===== config.mk =====
export PLATFORM = sky130hd
export DESIGN_NAME = fir_tap_sequencer
export DESIGN_NICKNAME = d
export VERILOG_FILES = /design/src/rtl/fir_pkg.sv /design/src/rtl/fir_sat_mult.sv /design/src/rtl/fir_tap_sequencer.sv
export SDC_FILE = /design/constraint.sdc
export NUM_CORES = 1
export LEC_CHECK = 0
export CAP_MARGIN = 20
export CORE_MARGIN = 2
export CORE_UTILIZATION = 25
export DETAILED_ROUTE_END_ITERATION = 12
export GPL_TIMING_DRIVEN = 1
export PLACE_DENSITY = 0.43
export RECOVER_POWER = 25
export SLEW_MARGIN = 20
export SYNTH_ARGS = -nofsm -noshare
export SYNTH_HDL_FRONTEND = slang
export SYNTH_SLANG_ARGS = --single-unit

===== constraint.sdc =====
create_clock -name clk -period 12.8 [get_ports clk]
set_clock_uncertainty 0.15 [all_clocks]
set_input_delay 1.28 -clock clk [delete_from_list [all_inputs] [get_ports clk]]
set_output_delay 1.28 -clock clk [all_outputs]
set_load 0.01 [all_outputs]

===== src/rtl/fir_pkg.sv =====
// Shared constants, saturation limits and state encoding for the FIR tap stages.
package fir_pkg;

    localparam int N_DEF    = 8;
    localparam int FRAC_DEF = 7;

    // Largest value representable in an n-bit signed word.
    function automatic longint sat_max(input int n);
        return (longint'(1) <<< (n - 1)) - longint'(1);
    endfunction

    // Smallest value representable in an n-bit signed word.
    function automatic longint sat_min(input int n);
        return -(longint'(1) <<< (n - 1));
    endfunction

    typedef enum logic {
        IDLE = 1'b0,
        RUN  = 1'b1
    } state_t;

endpackage


===== src/rtl/fir_sat_mult.sv =====
// Signed fixed-point multiply: full-width product, arithmetic right shift by
// FRAC (rounds toward -inf), then clamp into the N-bit signed range.
module fir_sat_mult
    import fir_pkg::*;
#(
    parameter int N    = N_DEF,
    parameter int FRAC = FRAC_DEF
) (
    input  logic signed [N-1:0] a,
    input  logic signed [N-1:0] b,
    output logic signed [N-1:0] y
);

    localparam logic signed [2*N-1:0] MAX_W = (2*N)'(sat_max(N));
    localparam logic signed [2*N-1:0] MIN_W = (2*N)'(sat_min(N));
    localparam logic signed [N-1:0]   MAX_N = N'(sat_max(N));
    localparam logic signed [N-1:0]   MIN_N = N'(sat_min(N));

    logic signed [2*N-1:0] full;
    logic signed [2*N-1:0] shifted;

    // Multiply, scale back to the sample format and clamp on overflow.
    always_comb begin
        full    = a * b;
        shifted = full >>> FRAC;
        if (shifted > MAX_W) begin
            y = MAX_N;
        end else if (shifted < MIN_W) begin
            y = MIN_N;
        end else begin
            y = shifted[N-1:0];
        end
    end

endmodule


===== src/rtl/fir_tap_sequencer.sv =====
// Time-multiplexed FIR tap stage: stores samples in a circular delay line and
// streams one saturated product per tap, one per clock, framed by first/last.
//
// state | meaning
// ------+-----------------------------------------------------------------
// IDLE  | waiting for a sample; in_ready high, coefficient writes allowed
// RUN   | emitting tap k products, k = 0..TAPS-1; input and writes blocked
module fir_tap_sequencer
    import fir_pkg::*;
#(
    parameter int N    = N_DEF,
    parameter int TAPS = 4,
    parameter int FRAC = FRAC_DEF,
    parameter int AW   = (TAPS > 1) ? $clog2(TAPS) : 1
) (
    input  logic                clk,
    input  logic                rst,
    input  logic signed [N-1:0] in_data,
    input  logic                in_valid,
    output logic                in_ready,
    input  logic                coef_we,
    input  logic [AW-1:0]       coef_addr,
    input  logic signed [N-1:0] coef_data,
    output logic signed [N-1:0] prod,
    output logic                prod_valid,
    output logic                prod_first,
    output logic                prod_last,
    output logic                busy
);

    localparam logic [AW-1:0] LAST   = AW'(TAPS - 1);
    // TAPS reduced modulo 2^AW; for power-of-two TAPS this is 0 and the
    // natural AW-bit wrap already performs the modulo.
    localparam logic [AW-1:0] TAPS_A = AW'(TAPS);
    localparam bit            FULL_ADDR_RANGE = (TAPS == (1 << AW));

    state_t state, state_nxt;

    logic signed [N-1:0] delay_q [TAPS];
    logic signed [N-1:0] coef_q  [TAPS];
    logic [AW-1:0]       wr_ptr;
    logic [AW-1:0]       base;
    logic [AW-1:0]       k;
    logic [AW-1:0]       rd_idx;
    logic                accept;
    logic                addr_ok;
    logic signed [N-1:0] mult_y;

    // Read index walks backwards in time from the newest sample, wrapping mod TAPS.
    always_comb begin
        if (base >= k) begin
            rd_idx = base - k;
        end else begin
            rd_idx = base + TAPS_A - k;
        end
        addr_ok = FULL_ADDR_RANGE || (coef_addr < TAPS_A);
    end

    fir_sat_mult #(
        .N    (N),
        .FRAC (FRAC)
    ) u_mult (
        .a (delay_q[rd_idx]),
        .b (coef_q[k]),
        .y (mult_y)
    );

    // State register.
    always_ff @(posedge clk or negedge rst) begin
        if (!rst) begin
            state <= IDLE;
        end else begin
            state <= state_nxt;
        end
    end

    // Next-state logic and handshake/status outputs.
    always_comb begin
        state_nxt = state;
        in_ready  = 1'b0;
        busy      = 1'b0;
        accept    = 1'b0;
        case (state)
            IDLE: begin
                in_ready = 1'b1;
                if (in_valid) begin
                    accept    = 1'b1;
                    state_nxt = RUN;
                end
            end
            RUN: begin
                busy = 1'b1;
                if (k == LAST) begin
                    state_nxt = IDLE;
                end
            end
            default: state_nxt = IDLE;
        endcase
    end

    // Delay line and coefficient storage; a write on the accepting edge
    // lands before the first product of that sample is computed.
    always_ff @(posedge clk or negedge rst) begin
        if (!rst) begin
            for (int i = 0; i < TAPS; i++) begin
                delay_q[i] <= '0;
                coef_q[i]  <= '0;
            end
        end else begin
            if (accept) begin
                delay_q[wr_ptr] <= in_data;
            end
            if (coef_we && !busy && addr_ok) begin
                coef_q[coef_addr] <= coef_data;
            end
        end
    end

    // Write pointer, newest-sample base and tap counter.
    always_ff @(posedge clk or negedge rst) begin
        if (!rst) begin
            wr_ptr <= '0;
            base   <= '0;
            k      <= '0;
        end else if (accept) begin
            base   <= wr_ptr;
            wr_ptr <= (wr_ptr == LAST) ? '0 : wr_ptr + 1'b1;
            k      <= '0;
        end else if (state == RUN) begin
            k <= k + 1'b1;
        end
    end

    // Product output register; prod holds its value between bursts.
    always_ff @(posedge clk or negedge rst) begin
        if (!rst) begin
            prod       <= '0;
            prod_valid <= 1'b0;
            prod_first <= 1'b0;
            prod_last  <= 1'b0;
        end else if (state == RUN) begin
            prod       <= mult_y;
            prod_valid <= 1'b1;
            prod_first <= (k == '0);
            prod_last  <= (k == LAST);
        end else begin
            prod_valid <= 1'b0;
            prod_first <= 1'b0;
            prod_last  <= 1'b0;
        end
    end

endmodule


**After elaboration in Yosys (flattened, before gate mapping)**

Cells that the tools add are included.

- Bitwise gates (word level): 5
- Equality and inequality tests: 2
- $mul: 1
- Order comparisons: 8
- Mux-type cells: 25
- Reduce and logical (&&, ||, !) cells: 6
- Add/sub/neg operators: 3

Operators with widths:

| operator | number |
|---|---|
| bitwise mux 32 bit | 2 |
| two-way mux 8 bit | 8 |
| binary-select mux 8 bit (select 2 bit) | 2 |
| demux 8 bit (select 2 bit) | 2 |
| multiplier 8 x 8 -> 16 bit | 1 |
| >= comparator 3 bit (second input constant) | 4 |
| NOT 2 -> 3 bit | 4 |
| greater-than comparator 9 x 8 -> 1 bit (second input constant) | 1 |
| < comparator 9 x 8 -> 1 bit (second input constant) | 1 |
| two-way mux 1 bit | 7 |
| < comparator 3 x 1 -> 1 bit (second input constant) | 2 |
| two-way mux 2 bit | 3 |
| adder 2 x 1 -> 2 bit (second input constant) | 2 |
| == test 2 bit (second input constant) | 2 |
| logical AND 1 bit | 3 |
| logical NOT 2 bit | 1 |
| one-hot mux 1 bit (2 select lines) | 1 |
| nonzero test 2 bit | 1 |
| subtractor 2 bit | 1 |
| logical NOT 1 bit | 1 |
| NOT 1 bit | 1 |

- Bits in registers: 82
- Input bits: 22
- Word-level logic and storage cells: 66

**Logic depth before layout (Yosys ltp)**

Gate-level depths: netlist (run 1).

- Depth in word-level cells: 9
- Gate-level depth with buffers: 22
- Depth with buffers taken out: 22

**Modules after synthesis**

From an unflattened synthesis (run 1), not the netlist that was laid out.

- Cells, all modules: 509
- Area total of the unflattened synthesis: 6,302.3 µm²

Modules (own cells, without submodules):

| module | instances | cells an instance | area each (µm²) |
|---|---|---|---|
| fir_tap_sequencer | 1 | 215 | 3,674.8 |
| fir_sat_mult | 1 | 294 | 2,627.5 |

**Least setup slack after synthesis (run 1)**

No wires, ideal clock.

- Kind: flip-flop to flip-flop
- Start: reg k[0]
- End: reg prod[0]
- Data arrival time: 5.966 ns
- Cell stages (with the launch flop): 20
- Slack: 6.602 ns
- Required time: 12.568 ns
- Path through: dfrtp_1 -> ha_1 -> buf_1 -> mux4_2 -> or2_2 -> fa_1 -> fa_1 -> inv_1 -> fa_1 -> inv_1 -> fa_1 -> inv_1 -> ha_1 -> nand4b_1 -> o2111ai_1 -> a21oi_1 -> o31a_1 -> mux2_4 -> or3b_1 -> a31oi_1

- Word-level cells in the longest chain between the ends: 9
- Elaborated cells between the ends (all ways): 14
- Classes of those cells: add/sub (1); mul (1); order compare (2); mux (8); bitwise (2)

Ends and longest elaborated chain:

| element | RTL line | RTL |
|---|---|---|
| from (decl) | fir_tap_sequencer.sv:43 | `logic [AW-1:0] k;` |
| from (signal assigned) | fir_tap_sequencer.sv:130 | `k <= k + 1'b1;` |
| subtractor 2 bit | fir_tap_sequencer.sv:52, fir_tap_sequencer.sv:54 |  |
| NOT 2 -> 3 bit (implied by the code) | fir_tap_sequencer.sv:63 | `.a (delay_q[rd_idx]),` |
| binary-select mux 8 bit (select 2 bit) | fir_tap_sequencer.sv:63 |  |
| two-way mux 8 bit (implied by the code) (2 in series) | fir_tap_sequencer.sv:63 |  |
| multiplier 8 x 8 -> 16 bit * | fir_sat_mult.sv:24 | `full = a * b;` |
| < comparator 9 x 8 -> 1 bit | fir_sat_mult.sv:28 | `end else if (shifted < MIN_W) begin` |
| two-way mux 8 bit | fir_sat_mult.sv:28 |  |
| two-way mux 8 bit * | fir_sat_mult.sv:26 | `if (shifted > MAX_W) begin` |
| to (signal assigned) | fir_tap_sequencer.sv:142 | `prod <= mult_y;` |
| to (decl) | fir_tap_sequencer.sv:24 | `output logic signed [N-1:0] prod,` |

Every way passes the cells marked *; elsewhere a longest branch is shown, timed or not. The select of a mux whose other input is x is not followed.
A chain may end at the register's enable or synchronous reset.

**Worst setup path after layout (run 1)**

- Start: reg k[0]
- End: reg prod[4]

Same word-level chain as after synthesis.

==> summary.txt, run 1 <==
Synth
  • Flops & latches, synth: 82
  • Post-Synthesis Cell Area: about 0.006 mm^2
  • Unique masters post-synth: 45
  • Synth area leader: dfrtp_1
  • Mapped Nets: between 600 and 700
  • Share of the synthesized area in the top cell type: 0.342
  • Yosys warnings: 0
  • Synth area leaders: dfrtp_1 (34%), fa_1 (18%), mux2_2 (12%)
  • Avg Inst Size Synth: between 10 and 15 um^2
  • Synthesized instance count: a little over 500
  • Post-synthesis sequential area ratio: 0.342

Drt
  • Initial drt markers: 73
  • Post-DRT Antenna Nets: 0
  • Wirelength per Cell: around 14 um
  • WL final: 12.6 mm
  • Total vias in the final route: around 3800
  • DR DRC count: 0
  • Avg Vias per Cell: 4.32
  • Router iterations before antenna repair: 4

GRT
  • Grt ovf: 0
  • Largest net degree at the start of global routing: 83
  • Vias in the first global route: just over 4000
  • Initial antenna violation count: 0
  • Total GRT Usage: 0.105
  • First-pass GRT wire length: ~21 mm

Critical path
  • Worst Setup End Kind: flip-flop
  • Arrival @ worst endpoint: roughly 7.0 ns
  • Critical Path Slowest Stage Cell: dfrtp_1
  • Crit path required time: between 10 and 15 ns
  • Worst Path Max Fanout: 11
  • R2r startpoint: k[0]$_DFFE_PN0P_
  • Class of the most critical setup path: reg2reg
  • CP Cell Sequence: ha_1 > xnor2_1 > xnor2_2 > mux4_2 > or2_2 > fa_1 > fa_1 > inv_1 > fa_1 > inv_1 > fa_1 > inv_1 > ha_1 > nand4b_1 > o2111ai_1 > a21oi_1 > o31a_1 > and2_2 > a21oi_1 > a31oi_1
  • CP startpoint kind: flip-flop
  • Crit path from: k[0]$_DFFE_PN0P_
  • Worst stage delay on the critical path: about 0.7 ns
  • Crit-path most repeated cell: fa_1

Status
  • Status: finished with violations
  • Violated checks: max-capacitance violations, max-slew violations

Floorplan
  • Die height: approximately 160 um
  • Row cnt: 56
  • Die area: between 0.02 and 0.03 mm^2
  • Initial Utilization: 0.255
  • Die width: approximately 160 um
  • Ports: 35
  • Core Region: 0.0235 mm^2

Clock network
  • Post-CTS Setup Bufs: 0
  • Worst-path clk slew: about 0.060 ns
  • Clk root buf: clkbuf_16
  • TritonCTS clock tree: built
  • CTS Buf Count: 9
  • CTS Hold Bufs: 0
  • H-tree Lvls: 3
  • Clock sink count: between 80 and 90
  • Clk_lat worst skew: between 0.3 and 0.4 ns
  • Post-CTS sizing: 0
  • Clock Tree Buf Depth: 2

Placed design
  • GPL Wtd Cong: 0.766
  • Pre-CTS WS: around 5.7 ns
  • I/O Buffers: 34
  • Detailed placer's ending HPWL: ~10 mm

Timing
  • Final Critical Period: 6.98 ns
  • Least-Margin Pin Slew: 4.49 ns
  • Final setup TNS: 0 ns
  • Final WS setup: roughly 5.8 ns
  • Unrepaired setup endpoints after global routing: false
  • Highest clock rate: approximately 0.14 GHz
  • Final Cycle Share: 0.545
  • Hold Vio Cnt, Final: 0
  • Slew Viols, Final: between 80 and 90
  • Relative slew slack: -1.99
  • # setup viols final: 0
  • WHS: around 0.34 ns

Run
  • Max Cap Viol: 1

Cells and area
  • Layout fillers: 2461
  • Most frequent cells in the layout: inv_1 (84), dfrtp_1 (82), mux2_2 (66)
  • Most common cell after layout, fill and taps aside: inv_1
  • Share of layout cells above drive strength 1: 0.182
  • Area of the multi-input gates: 0.00360 mm^2
  • Final core occ: 0.297
  • Reg area: between 0.002 and 0.0025 mm^2
  • Diodes inserted: 0
  • Area grow syn2layout: 16.6%
  • Final #Nets: between 600 and 700

Min path
  • Worst min path class: reg2reg
  • Worst hold start: prod[6]$_DFFE_PN0P_
[path summary, 6_finish.rpt]
check	depth (start not counted)	slack [ns]	end
min in group asynchronous	1	2.39	coef_q[12]$_DFFE_PN0P_
hold reg to reg	1	0.34	prod[6]$_DFFE_PN0P_
setup reg to reg	20	5.82	prod[4]$_DFFE_PN0P_
hold / removal	1	0.34	prod[6]$_DFFE_PN0P_
setup / recovery	20	5.82	prod[4]$_DFFE_PN0P_
max in group asynchronous	1	7.62	prod[1]$_DFFE_PN0P_
[synth_stat cells (all sizes together)]
cell type,instances
inv,84
dfrtp,82
mux2,67
fa,53
and2,40
ha,34
nand2,34
nor2,18
mux4,15
xnor2,15
o21ai,7
a31oi,6
a21oi,5
nand3,5
a21o,4
buf,4
a211oi,3
and3,3
nor3,3
o21a,3
clkbuf,2
nor2b,2
nor3b,2
o21bai,2
o2bb2ai,2
o31ai,2
or2,2
or3b,2
and4b,1
mux2i,1
nand4b,1
o2111ai,1
o211ai,1
o31a,1
or3,1
xnor3,1
xor2,1
[critical path, delay by kind of cell, from the launching register on]
family | cells | cell delay (ns)
buf+inv | 3 | 0.16
fa+ha+maj | 6 | 2.70
mux | 1 | 0.47
simple gates | 3 | 0.68
flops | 1 | 0.72
xor+xnor | 2 | 0.61
compound gates | 5 | 1.30
[flip-flops by register name, indices dropped and copies added, names as in the netlist]
| signal | flops |
|---|---|
| coef_q | 32 |
| delay_q | 32 |
| prod | 8 |
| base | 2 |
| k | 2 |
| wr_ptr | 2 |
| prod_first | 1 |
| prod_last | 1 |
| prod_valid | 1 |
| state | 1 |
[layout make-up]
type | count | share of cell area
clock inverter | 6 | 0.0102
sequential | 82 | 0.293
tap | 319 | 0.0570
clock buffer | 10 | 0.0327
multi-input combinational | 338 | 0.514
timing repair buffer | 34 | 0.0477
inverter | 84 | 0.0450
[cell families (layout without fill, tap and decap cells)]
group	count (synthesis)	after routing	synth area share
XOR/XNOR	17	17	0.0283
AND/OR/NAND/NOR	114	114	0.0987
adder cells (fa/ha/maj)	87	87	0.247
multiplexers	83	83	0.184
buffers and inverters	90	134	0.0589
flip-flops	82	82	0.342
AO/OA/AOI/OAI	37	37	0.0408
[metal layers]
layer	track usage	wire length, um	vias to the layer above
met4	0.0285	146	0
met5	0	0	-
met2	0.180	6420	33
met3	0.0190	261	13
met1	0.137	5750	1965
li1	-	-	1760
[metrics by stage]
| step | std cells | instance area [um^2] |
|---|---|---|
| after floorplan | 510 | 6010 |
| after global placement | 857 | 6710 |
| after detailed placement | 857 | 6710 |
| after CTS | 873 | 7010 |
| after global routing | 873 | 7000 |
| final | 873 | 7000 |
Power of run 1 is not shown: default switching activity piles up to over one toggle a cycle in this logic, so the estimate is an artifact.
==> inputs of run 2 (changes only) <==
- PLACE_DENSITY: 0.43 -> 0.44
- clock period: 12.8 -> 5.74 ns (I/O delays scaled with it)
==> run 2 against run 1 <==
Against the previous run:
- the flow finishes with violations (max-capacitance violations, max-slew violations, negative setup slack)
- via count grew 3.5%
- global-route usage grew 0.88 points
- core utilization grew 2.5 points
- die area stayed put
- final cell count up 6.1%
- worst setup slack got worse by 6.0 ns
- clock-buffer cell count stayed put
- wire length is 6.9% higher
- hold slack got worse by 0.00098 ns
- design area grew 8.4%
- non-clock buffer count up 53
- sequential share of layout area shrank 2.3 points
- critical endpoint is now prod[1]$_DFFE_PN0P_
- highest routed layer unchanged
==> summary.txt, run 2 (synthesis results as in run 1) <==
Status
  • Status: finished with violations
  • Violated checks: max-capacitance violations, max-slew violations, negative setup slack

Critical path
  • Critical Path End: prod[1]$_DFFE_PN0P_
  • WP buf/inv: 5
  • CP startpoint kind: flip-flop
  • Class of the most critical setup path: reg2reg
  • Critical Path Slowest Stage Cell: mux4_2
  • R2r startpoint: k[0]$_DFFE_PN0P_
  • Reg2reg path depth: 22
  • Worst Setup End Kind: flip-flop
  • Crit-path leading delay family: adder cells
  • R2r endpoint: prod[1]$_DFFE_PN0P_
  • Crit path from: k[0]$_DFFE_PN0P_
  • Crit-path most repeated cell: fa_1
  • Reg2reg setup slack: -0.14 ns
  • Arrival @ worst endpoint: about 6 ns
  • Worst stage delay on the critical path: 0.55 ns
  • Worst Path Max Fanout: 6
  • Crit path required time: 5.85 ns
  • Worst path depth: 22
  • CP Cell Sequence: ha_4 > xnor2_4 > xnor2_4 > buf_12 > mux4_2 > and2_4 > fa_1 > inv_1 > fa_1 > inv_1 > fa_1 > inv_1 > fa_1 > inv_2 > ha_4 > nand4b_1 > o2111ai_2 > a21oi_2 > o31a_1 > mux2_4 > or3b_1 > a31oi_1

Cells and area
  • Diodes inserted: 0
  • Most frequent cells in the layout: inv_1 (82), dfrtp_1 (82), mux2_2 (66)
  • Share of layout cells above drive strength 1: 0.292
  • Fin area: 0.00759 mm^2
  • Largest regs: coef_q x32, delay_q x32, prod x8
  • Final #Nets: ~700
  • Final core occ: 0.322
  • Area grow syn2layout: 26.4%
  • Cell Count, Final, Fillers Out: between 900 and 1000

Timing
  • Relative slew slack: -1.95
  • Final Cycle Share: 1.02
  • Final setup TNS: -0.523 ns
  • Highest clock rate: about 0.17 GHz
  • Final Critical Period: slightly below 6 ns
  • Hold Vio Cnt, Final: 0
  • Least-Margin Pin Slew: ~4.4 ns
  • Final WS setup: -0.137 ns
  • Unrepaired setup endpoints after global routing: true
  • # setup viols final: 7
  • Slew Viols, Final: 83

Floorplan
  • Row cnt: 56
  • Core Region: between 0.02 and 0.025 mm^2
  • Ports: 35
  • Initial Utilization: 0.255
  • Die height: roughly 160 um
  • Die width: 159 um
  • Die area: 0.0253 mm^2

Clock network
  • Worst-path clk slew: about 0.07 ns
  • Clk_lat worst skew: 0.35 ns
  • CTS Hold Bufs: 0
  • Clock Tree Buf Depth: 2
  • H-tree Lvls: 3
  • TritonCTS clock tree: built
  • Clock sink count: slightly above 80
  • CTS Buf Count: 9
  • Clk root buf: clkbuf_16

GRT
  • Largest net degree at the start of global routing: 83
  • Total GRT Usage: 0.114
  • Initial antenna violation count: 0
  • Vias in the first global route: 4462
  • First-pass GRT wire length: 22.9 mm
  • Grt ovf: 0

Drt
  • Total vias in the final route: around 3900
  • Avg Vias per Cell: 4.21
  • Router iterations before antenna repair: 4
  • Initial drt markers: 150
  • DR DRC count: 0
  • WL final: between 10 and 15 mm
  • Post-DRT Antenna Nets: 0
  • Wirelength per Cell: about 15 um

Placed design
  • GPL Wtd Cong: roughly 0.8
  • I/O Buffers: 34
  • Placed Cells: between 900 and 1000
  • Detailed placer's ending HPWL: around 10 mm
  • Placed cell area: ~0.007 mm^2

Min path
  • Worst hold start: prod[2]$_DFFE_PN0P_
  • Worst min path class: reg2reg

Run
  • Max Cap Viol: 1
run 2: worst min path at each step:
stage | to | slack (ns) | cells past startpoint
2_1_floorplan | base[0]$_DFFE_PN0P_ | 0.13 | 0
3_3_place_gp | prod[7]$_DFFE_PN0P_ | 0.32 | 2
3_5_place_dp | prod[7]$_DFFE_PN0P_ | 0.33 | 2
4_1_cts | prod[7]$_DFFE_PN0P_ | 0.29 | 1
5_1_grt | prod[2]$_DFFE_PN0P_ | 0.35 | 1
6_report | prod[2]$_DFFE_PN0P_ | 0.34 | 1
run 2: timing repair:
action | in CTS | in global routing
setup endpoints to repair | 8 | 8
pin swaps | 14 | 6
resized for setup | 16 | 11
buffers inserted | 5 | 0
run 2: layout make-up:
type	instances	area [um^2]
Fill cell	2401	16000
Multi-Input combinational cell	338	3790
Sequential cell	82	2050
Timing Repair Buffer	87	759
Tap cell	319	399
Inverter	84	315
Clock buffer	10	229
Clock inverter	6	50.0
run 2: through the flow:
step                      setup WS (ns)  hold WS, ns
after floorplan                  -0.151        0.128
after global placement           -0.363        0.323
after detailed placement         -0.388        0.327
after CTS                        -0.153        0.286
after global routing             -0.401        0.351
final                            -0.137        0.343
run 2: per-layer routing:
metal  share of wire  vias up  GRT usage
met4           0.011        0     0.0277
met1            0.46     1986      0.141
met2            0.50       39      0.203
met5               0        -          0
met3           0.025       10     0.0240
li1                -     1867          -
Power of run 2 is left out for the same reason.
==> inputs of run 3 (changes only) <==
- CORE_ASPECT_RATIO: unset -> 1.2
- SYNTH_HIERARCHICAL: unset -> 1
==> run 3 against run 2 <==
Against the previous run:
- the run ends with max-capacitance violations, max-slew violations left
- via count up 3.9%
- flip-flop and latch count unchanged
- critical path depth down 1
- sequential share of layout area fell by 1.7 points
- first-iteration DRC count down 33%
- critical endpoint is now prod[6]$_DFFE_PN0P_
- synthesized cell count decreased by 0.20%
- die area rose by 4.8%
- maximum frequency increased by 2.6%
- wire length grew 2.9%
- register-to-register slack improved by 0.15 ns
- non-clock buffer count up 6
- clock-buffer cell count rose by 1
==> summary.txt, run 3 <==
Critical path
  • Worst Path Max Fanout: 10
  • Class of the most critical setup path: reg2reg
  • Worst Setup End Kind: flip-flop
  • Crit path required time: 5.82 ns
  • CP startpoint kind: flip-flop
  • Arrival @ worst endpoint: just under 6 ns

Synth
  • Unique masters post-synth: 47
  • Simple-gate area share of the yosys netlist: 0.102
  • Synthesized instance count: slightly above 500
  • Yosys warnings: 6
  • Synth Area in XOR/XNOR: 0.0343
  • Share of the synthesized area in the top cell type: 0.326
  • Mux cell area share after synthesis: 0.204
  • Adder-Cell Fraction of Synth Area: 0.236
  • Synth area leader: dfrtp_1
  • Main combinational cell family by area after synthesis: adder cells
  • Avg Inst Size Synth: roughly 12 um^2
  • Mapped Nets: a little over 600
  • Post-Synthesis Cell Area: between 0.006 and 0.007 mm^2
  • Most common library cells after synthesis: dfrtp_1 (82), inv_1 (80), mux2_2 (76), fa_1 (53), and2_1 (39)
  • Post-synthesis sequential area ratio: 0.326
  • Async SR Flop Fraction: 1.00
  • Most frequent cell after synthesis: dfrtp_1
  • Post-synth EDFFs: 0
  • Flops & latches, synth: between 80 and 90
  • Complex-gate fraction of the synthesized area: 0.0409
  • Top_reg_cell synth: dfrtp_1
  • Synth area leaders: dfrtp_1 (33%), fa_1 (17%), mux2_2 (14%)

Clock network
  • Clock sink count: 82
  • CTS Buf Count: 9
  • H-tree Lvls: 3
  • Worst-path clk slew: 0.07 ns
  • Clk root buf: clkbuf_16
  • Clock Tree Buf Depth: 2
  • Clk_lat worst skew: approximately 0.34 ns
  • TritonCTS clock tree: built

Floorplan
  • Ports: 35
  • Row cnt: between 60 and 70
  • Die area: roughly 0.027 mm^2
  • Initial Utilization: 0.255
  • Die height: about 180 um
  • Core Region: between 0.02 and 0.025 mm^2
  • Die width: roughly 150 um

GRT
  • Largest net degree at the start of global routing: between 80 and 90
  • Grt ovf: 0
  • Vias in the first global route: ~4600
  • First-pass GRT wire length: 23.0 mm
  • Initial antenna violation count: 0
  • Total GRT Usage: 0.111

Drt
  • Wirelength per Cell: 14.8 um
  • Router iterations before antenna repair: 4
  • Total vias in the final route: 4055
  • DR DRC count: 0
  • WL final: 13.8 mm
  • Initial drt markers: 100
  • Avg Vias per Cell: between 4 and 5
  • Post-DRT Antenna Nets: 0

Placed design
  • I/O Buffers: 34
  • GPL Wtd Cong: ~0.77
  • Detailed placer's ending HPWL: 10.6 mm
  • Placed Cells: ~900

Cells and area
  • Largest regs: coef_q x32, delay_q x32, prod x8
  • Most frequent cells in the layout: dfrtp_1 (82), inv_1 (75), mux2_2 (74)
  • Cell Count, Final, Fillers Out: 933
  • Area grow syn2layout: 28.5%
  • Final #Nets: ~710
  • Share of layout cells above drive strength 1: 0.387
  • Most common cell after layout, fill and taps aside: dfrtp_1
  • Diodes inserted: 0

Timing
  • Slew Viols, Final: 83
  • Least-Margin Pin Slew: around 4.5 ns
  • Unrepaired setup endpoints after global routing: true
  • Highest clock rate: 0.175 GHz
  • # setup viols final: 0
  • Relative slew slack: -1.98
  • Final Critical Period: approximately 5.7 ns
  • Hold Vio Cnt, Final: 0
  • Final Cycle Share: 0.998

Run
  • Max Cap Viol: 1

Status
  • Status: finished with violations
  • Violated checks: max-capacitance violations, max-slew violations

Min path
  • Worst min path class: reg2reg
[run 3: path summary, 6_finish.rpt]
check | from | to | slack (ns) | cells after the start
setup / recovery | k[0]$_DFFE_PN0P_ | prod[6]$_DFFE_PN0P_ | 0.01 | 21
hold / removal | delay_q[8]$_DFFE_PN0P_ | delay_q[8]$_DFFE_PN0P_ | 0.35 | 1
setup reg to reg | k[0]$_DFFE_PN0P_ | prod[6]$_DFFE_PN0P_ | 0.01 | 21
hold reg to reg | delay_q[8]$_DFFE_PN0P_ | delay_q[8]$_DFFE_PN0P_ | 0.35 | 1
max in group asynchronous | rst | prod_first$_DFF_PN0_ | 1.24 | 1
min in group asynchronous | rst | coef_q[12]$_DFFE_PN0P_ | 1.66 | 1
[run 3: worst max-delay path, cell delays in order (launching register included)]
cell and delay, ns:
dfrtp_1 0.42, ha_4 0.18, xnor3_2 0.29, buf_12 0.16, mux4_2 0.37, and2_4 0.20
fa_1 0.54, fa_1 0.45, fa_1 0.54, inv_1 0.05, fa_1 0.54, inv_2 0.05
ha_4 0.24, a211oi_4 0.25, nor2_2 0.08, a311oi_2 0.23, buf_4 0.17, nand3b_4 0.10
buf_12 0.16, a21oi_2 0.14, a211oi_2 0.04, mux2_2 0.26
[run 3: kinds of logic (layout without fill, tap and decap cells)]
| group | count (synthesis) | count (layout) |
|---|---|---|
| xor+xnor | 17 | 17 |
| flops | 82 | 82 |
| compound gates | 36 | 36 |
| buf+inv | 90 | 189 |
| simple gates | 104 | 104 |
| mux | 93 | 93 |
| fa+ha+maj | 87 | 87 |
[run 3: through the flow]
| step | hold WS [ns] | setup TNS, ns | util | instance area, um^2 | setup slack, ns |
|---|---|---|---|---|---|
| floorplan | 0.128 | -0.0307 | - | 6290 | -0.0230 |
| global placement | 0.330 | -1.26 | 0.297 | 7350 | -0.201 |
| detailed placement | 0.336 | -1.86 | 0.297 | 7350 | -0.297 |
| CTS | 0.303 | -0.341 | 0.320 | 7910 | -0.0561 |
| global route | 0.372 | -1.52 | 0.327 | 8100 | -0.201 |
| finish | 0.350 | 0 | 0.327 | 8100 | 0.0109 |
[run 3: repair_timing]
item,CTS,global route
setup endpoints to repair,8,8
buffers inserted,6,4
hold buffers,0,0
gates resized for setup,49,34
pin swaps,19,19
cloned,0,0
[run 3: layout make-up]
cell class,count,area (um^2)
fill,2533,16700
multi-input combinational,337,4180
sequential,82,2050
timing repair buffer,93,865
tap,325,407
inverter,80,300
clock buffer,11,253
clock inverter,5,37.5
[run 3: layer usage]
| layer | up-vias | GRT usage | wire length, um |
|---|---|---|---|
| met3 | 23 | 0.0185 | 245 |
| met2 | 42 | 0.200 | 7220 |
| met5 | - | 0 | 0 |
| met1 | 2098 | 0.127 | 5900 |
| li1 | 1892 | - | - |
| met4 | 0 | 0.0500 | 472 |
Power of run 3 is left out for the same reason.
